===== config.mk =====
export PLATFORM = sky130hd
export DESIGN_NAME = scan_decoder
export DESIGN_NICKNAME = d
export VERILOG_FILES = /design/src/rtl/scan_decoder_pkg.sv /design/src/rtl/scan_decoder_onehot_dec.sv /design/src/rtl/scan_decoder.sv
export SDC_FILE = /design/constraint.sdc
export NUM_CORES = 1
export LEC_CHECK = 0
export CAP_MARGIN = 10
export CORE_MARGIN = 2
export CORE_UTILIZATION = 51
export CTS_BUF_LIST = sky130_fd_sc_hd__clkbuf_8
export DETAILED_ROUTE_END_ITERATION = 6
export GPL_ROUTABILITY_DRIVEN = 0
export PLACE_DENSITY = 0.77
export SLEW_MARGIN = 40
export SYNTH_ARGS = -nofsm -noshare
export SYNTH_HDL_FRONTEND = slang
export SYNTH_SLANG_ARGS = --single-unit

===== constraint.sdc =====
create_clock -name clk -period 4.2 [get_ports clk]
set_clock_uncertainty 0.15 [all_clocks]
set_input_delay 0.84 -clock clk [delete_from_list [all_inputs] [get_ports clk]]
set_output_delay 0.84 -clock clk [all_outputs]
set_load 0.01 [all_outputs]

===== src/rtl/scan_decoder_pkg.sv =====
// Shared definitions for the scan decoder: operating modes and pulse counter width.
package scan_decoder_pkg;

  localparam int unsigned CNT_W = 8;

  typedef enum logic [1:0] {
    MODE_OFF   = 2'b00,
    MODE_LATCH = 2'b01,
    MODE_PULSE = 2'b10,
    MODE_SCAN  = 2'b11
  } mode_e;

endpackage


===== src/rtl/scan_decoder_onehot_dec.sv =====
// Generic combinational one-hot decoder with enable; all-zero when disabled.
module onehot_dec #(
  parameter int unsigned SEL_W = 4
) (
  input  logic                  i_en,
  input  logic [SEL_W-1:0]      i_sel,
  output logic [(2**SEL_W)-1:0] o_out
);

  always_comb begin
    o_out = '0;
    if (i_en) o_out[i_sel] = 1'b1;
  end

endmodule


===== src/rtl/scan_decoder.sv =====
// Mode-driven index register feeding a registered one-hot output (latch, timed pulse, scan).
module scan_decoder
  import scan_decoder_pkg::*;
#(
  parameter int unsigned SEL_W     = 4,
  parameter int unsigned PULSE_LEN = 4
) (
  input  logic                  clk,
  input  logic                  rst,
  input  logic                  en,
  input  logic [1:0]            mode,
  input  logic                  load,
  input  logic [SEL_W-1:0]      sel,
  input  logic                  step,
  output logic [(2**SEL_W)-1:0] out,
  output logic [SEL_W-1:0]      idx,
  output logic                  busy,
  output logic                  wrap
);

  localparam int unsigned N = 2**SEL_W;

  mode_e             w_mode;
  logic [SEL_W-1:0]  r_idx, w_idx_nxt;
  logic [CNT_W-1:0]  r_cnt, w_cnt_nxt;
  logic              r_busy, w_busy_nxt;
  logic              r_wrap, w_wrap_nxt;
  logic              r_latch, w_latch_nxt;
  logic              w_active_nxt;
  logic [N-1:0]      r_out, w_dec;

  assign w_mode = mode_e'(mode);

  // Next-state logic; the output decode uses next-state values so out moves with idx.
  always_comb begin
    w_idx_nxt    = r_idx;
    w_cnt_nxt    = '0;
    w_busy_nxt   = 1'b0;
    w_wrap_nxt   = 1'b0;
    w_latch_nxt  = 1'b0;
    w_active_nxt = 1'b0;
    if (load) w_idx_nxt = sel;
    unique case (w_mode)
      MODE_OFF: begin
      end
      MODE_LATCH: begin
        w_latch_nxt  = load | r_latch;
        w_active_nxt = w_latch_nxt;
      end
      MODE_PULSE: begin
        if (load) begin
          w_cnt_nxt  = CNT_W'(PULSE_LEN);
          w_busy_nxt = 1'b1;
        end else if (r_busy) begin
          w_cnt_nxt  = r_cnt - CNT_W'(1);
          w_busy_nxt = (w_cnt_nxt != '0);
        end
        w_active_nxt = w_busy_nxt;
      end
      MODE_SCAN: begin
        w_active_nxt = 1'b1;
        // load has priority over step, so a load never produces a wrap pulse
        if (!load && step) begin
          w_idx_nxt  = r_idx + SEL_W'(1);
          w_wrap_nxt = (r_idx == '1);
        end
      end
      default: begin
      end
    endcase
  end

  onehot_dec #(.SEL_W(SEL_W)) u_dec (
    .i_en  (w_active_nxt & en),
    .i_sel (w_idx_nxt),
    .o_out (w_dec)
  );

  always_ff @(posedge clk) begin
    if (rst) begin
      r_idx   <= '0;
      r_cnt   <= '0;
      r_busy  <= 1'b0;
      r_wrap  <= 1'b0;
      r_latch <= 1'b0;
      r_out   <= '0;
    end else begin
      r_idx   <= w_idx_nxt;
      r_cnt   <= w_cnt_nxt;
      r_busy  <= w_busy_nxt;
      r_wrap  <= w_wrap_nxt;
      r_latch <= w_latch_nxt;
      r_out   <= w_dec;
    end
  end

  assign out  = r_out;
  assign idx  = r_idx;
  assign busy = r_busy;
  assign wrap = r_wrap;

endmodule


Yosys cells after proc, flatten, opt, wreduce, memory -nomap -nowiden
Index checks and enable logic that the tools add are counted.

word-level totals
  output and inout bits = 22
  bits of input ports = 11
  flip-flop bits (word level) = 31
  logic and storage cells = 42

cells by class
  reductions and logical operators = 9
  magnitude comparators = 2
  mux-type cells = 10
  bitwise logic cells = 8
  equality and inequality tests = 4
  add/sub/neg operators = 2

operators with widths
  operator               count
  $mux W4                3
  $reduce_bool A8 Y1     1
  $sub A8 B1 Y8 const B  1
  $mux W3                2
  $not A1 Y1             6
  $reduce_or A2 Y1       3
  $lt A4 B5 Y1 const B   1
  $add A4 B1 Y4 const B  1
  $demux W1 S4           1
  $eq A2 B2 Y1 const B   2
  $eq A4 B4 Y1 const B   1
  $ge A4 B1 Y1 const B   1
  $reduce_or A4 Y1       1
  $mux W1                3
  $pmux W1 S3            1
  $reduce_or A3 Y1       1
  $eq A2 B1 Y1 const B   1
  $logic_and A1 B1 Y1    2
  $and A1 B1 Y1          1
  $logic_not A1 Y1       1
  $or A1 B1 Y1           1

Longest topological paths before layout
  depth in word-level cells = 8
  mapped depth = 8
  depth with buffers taken out = 7

Modules after synthesis
Synthesis repeated with hierarchy kept, for this count alone.

unflattened totals
  cells, all modules = 142
  area total of the unflattened synthesis = 1265.0 um2

modules (own cells, without submodules)
  module        sequential area each (um2)  cells an instance  area each (um2)  instances
  scan_decoder  620.6                       119                1147.4           1
  onehot_dec    0.0                         23                 117.6            1

Worst setup path before layout
OpenSTA, ideal clock, no wires.

  path kind = input port to flip-flop
  from = input port load
  to = register r_out[14] (netlist: out[14])
  slack = 1931 ps
  library setup time = 138 ps
  stages = 6
  data arrival time = 1981 ps
  buffers on the path = 1
  data required time = 3912 ps
  path through = or4b_4 > nor3_2 > a22oi_2 > nor2_4 > buf_6 > nor3_1

on the way
  word-level cells in the longest chain between the ends = 8
  elaborated cells on any way between the ends = 16
  classes of those cells = 2 x order compare; 7 x mux; 3 x bitwise; 4 x reduce/logical

RTL lines
  element                                                                    line                           RTL
  from (decl)                                                                scan_decoder.sv:12             input logic load,
  $logic_not A1 Y1                                                           scan_decoder.sv:63             if (!load && step) begin
  $logic_and A1 B1 Y1                                                        scan_decoder.sv:63
  $mux W4                                                                    scan_decoder.sv:63
  $mux W4                                                                    scan_decoder.sv:43             unique case (w_mode)
  $lt A4 B5 Y1 (not written as such) / $ge A4 B1 Y1 (equally long branches)  scan_decoder_onehot_dec.sv:12  if (i_en) o_out[i_sel] = 1'b1;
  $logic_and A1 B1 Y1 (not written as such)                                  scan_decoder_onehot_dec.sv:12
  $mux W1 (not written as such)                                              scan_decoder_onehot_dec.sv:12
  $demux W1 S4                                                               -
  to (signal assigned)                                                       scan_decoder.sv:93             r_out <= w_dec;
  to (decl)                                                                  scan_decoder.sv:30             logic [N-1:0] r_out, w_dec;

Several ways; a longest one is shown, not always the timed one.
A chain may end at the register's enable or synchronous reset.

Worst setup path in the final report
  from = input port load
  to = register r_out[4] (netlist: out[4])

The elaborated chain is that of the path after synthesis.

==> results.sh <==
export IMPL_status="complete, no violations"
export IMPL_finalSetupViolations=0
export IMPL_vias=1230
export IMPL_syn_nets=167
export IMPL_worst_pin_slew_ns=0.538
export IMPL_holdPathStages=1
export IMPL_hold_ws_ns=0.378
export IMPL_netlist_area_um2=1430
export IMPL_cap_violations=0
export IMPL_fin_nets=202
export IMPL_irDropWorstVdd_uv=304
export IMPL_wl_per_cell_um=14.3
export IMPL_slew_headroom=0.640
export IMPL_r2r_start="r_cnt[0]"
export IMPL_synth_cells=153
export IMPL_ctsHtreeMaxLevel=2
export IMPL_antenna_found_initial=0
export IMPL_dp_slack_ns=1.16
export IMPL_yosys_warnings=0
export IMPL_dieWidth_um=57.0
export IMPL_num_io_pins=33
export IMPL_cp_max_fo=21
export IMPL_critPathArrivalTime_ns=2.74
export IMPL_dp_hpwl_um=2440
export IMPL_grt_pass1_wl_um=5490
export IMPL_area_delta_synth_final_pct=30.9
export IMPL_drc=0
export IMPL_synth_ff_type="dfxtp_1"
export IMPL_numPortBuffers=32
export IMPL_ctsResizeCount=0
export IMPL_dieArea_um2=3250
export IMPL_postRouteAntennaNets=0
export IMPL_cts_max_path_buffers=2
export IMPL_cts_sinks=31
export IMPL_start_util=0.529
export IMPL_period_needed_ns=2.74
export IMPL_synth_edf_count=0
export IMPL_drive_gt1_frac=0.148
export IMPL_min_to="r_cnt[0]"
export IMPL_crit_required_ns=4.20
export IMPL_routed_wl_um=3150
export IMPL_grt_pass1_vias=1220
export IMPL_p_per_area_nw_per_um2=337
export IMPL_detail_route_vias_per_cell=5.59
export IMPL_cp_start_kind="primary input"
export IMPL_overflow=0
export IMPL_synth_cell_type_count=44
export IMPL_synth_seq_area_share=0.433
export IMPL_power_leakage_nw=0.725
export IMPL_clockRootBuffer="clkbuf_8"
export IMPL_numCtsBuffers=5
export IMPL_finalHoldViolCount=0
export IMPL_avgSynthCellArea_um2=9.37
export IMPL_min_from="r_cnt[0]"
export IMPL_drt_iter0_markers=43
export IMPL_min_period_over_period=0.653
export IMPL_tns_ns=0
export IMPL_crit_path_end_kind="flop"
export IMPL_rrSetupSlack_ns=2.04
export IMPL_rr_endpoint="out[4]"
export IMPL_cts_tree="yes"
export IMPL_fmax_mhz=365
export IMPL_dr_pass1_iters=4
export IMPL_reg2regPathDepth=6
export IMPL_post_cts_buffers=0
export IMPL_n_antenna_cell=0
export IMPL_hp_class="flop to flop"
export IMPL_clk_insertion_delay_late_ns=0.28
export IMPL_core_area_um2=2710
export IMPL_clk_pin_slew_worst_paths_ns=0.06
export IMPL_fp_dieH_um=57.0
export IMPL_drv_slew=0
export IMPL_rsz0062_at_grt="false"
export IMPL_synth_seq_cells=31
export IMPL_ys_async_sr_fraction=0
export IMPL_cts_hold_buf=0
export IMPL_grt_max_degree=22
export IMPL_grt_total_usage=0.220
export IMPL_num_rows=19
export IMPL_fin_ws_ns=1.46
export IMPL_worstSetupPathType="primary input to flop"
[cells in the final DEF (no fill, tap or decap), types with 2 or more instances in the layout]
| cell type | n |
|---|---|
| mux2i_1 | 2 |
| nor3b_1 | 2 |
| inv_1 | 4 |
| clkdlybuf4s50_1 | 32 |
| clkbuf_8 | 7 |
| and3_1 | 2 |
| nand2_1 | 6 |
| o21a_1 | 2 |
| a21boi_2 | 2 |
| ha_1 | 3 |
| nand3_1 | 6 |
| nor3_1 | 9 |
| nor3_2 | 9 |
| a31oi_1 | 2 |
| dfxtp_1 | 31 |
| nor2_1 | 24 |
| nor4_1 | 2 |
| xnor2_1 | 2 |
| or3_1 | 3 |
| nor2b_1 | 4 |
| xor2_1 | 6 |
| o21ai_0 | 6 |
| nand4_1 | 2 |
[worst max-delay path by stage]
| stage | start | endpoint | cells after the start |
|---|---|---|---|
| finish | load | out[4] | 7 |
| global placement | load | out[2] | 7 |
| detailed placement | load | out[2] | 7 |
| global route | load | out[2] | 7 |
| CTS | load | out[4] | 7 |
| floorplan | load | out[14] | 6 |
[sequential cells by signal, indices dropped and copies added (netlist names)]
| signal | count |
|---|---|
| wrap | 1 |
| out | 16 |
| r_cnt | 8 |
| r_latch | 1 |
| idx | 4 |
| busy | 1 |
[stage by stage]
step	total power, mW	instance area (um^2)	util	instances
after floorplan	0.351	1430	-	153
after global placement	0.378	1770	0.654	212
after global routing	0.657	1880	0.693	220
after detailed placement	0.380	1770	0.654	212
final	0.632	1880	0.693	220
after CTS	0.640	1880	0.693	220
[synthesized netlist by cell type, types with 2 or more instances]
cell,instances,area [um^2]
nor2b_1,4,25.0
nor3b_1,2,15.0
xnor2_1,2,17.5
nor3_1,9,45.0
nor3_2,9,90.1
o21a_1,2,15.0
o21ai_0,6,30.0
xor2_1,6,52.6
nor2_1,24,90.1
nand4_1,2,12.5
dfxtp_1,31,621
inv_1,4,15.0
ha_1,3,37.5
mux2i_1,2,20.0
a31oi_1,2,12.5
a21boi_2,2,22.5
and3_1,2,12.5
clkbuf_1,2,7.51
or3_1,3,18.8
nand3_1,6,30.0
nor4_1,2,12.5
nand2_1,6,22.5
[report_power, final]
group,switching (mW),internal (mW)
logic,0.0367,0.0333
registers,0.00580,0.299
clock network,0.108,0.149
[metal layers]
layer | vias to the layer above | share of wire | routed length (um) | global-route usage
met4 | 0 | 0.0063 | 20 | 0.0764
li1 | 609 | - | - | -
met3 | 3 | 0.059 | 187 | 0.0748
met5 | - | 0 | 0 | 0
met2 | 37 | 0.50 | 1590 | 0.373
met1 | 581 | 0.43 | 1360 | 0.260
[cells by family after synthesis]
| group | after synthesis | synth area share |
|---|---|---|
| XOR/XNOR | 8 | 0.0489 |
| adder cells (fa/ha/maj) | 3 | 0.0262 |
| buffers and inverters | 9 | 0.0297 |
| flip-flops | 31 | 0.433 |
| AO/OA/AOI/OAI | 21 | 0.110 |
| AND/OR/NAND/NOR | 79 | 0.339 |
| multiplexers | 2 | 0.0140 |
[worst max-delay path: stages]
cell and delay [ns]:
clkdlybuf4s50_1 0.39, buf_4 0.21, or4b_4 0.57, nor3_2 0.14, a22oi_2 0.14, nor2_4 0.34, nor4_1 0.11
[area by class of cell]
class,instances,area [um^2]
Clock buffer,7,96.3
Fill cell,228,833
Timing Repair Buffer,33,328
Tap cell,31,38.8
Inverter,4,15.0
Clock inverter,1,7.51
Multi-Input combinational cell,113,771
Sequential cell,31,621
Note: power is estimated with default switching activity, not from simulation.
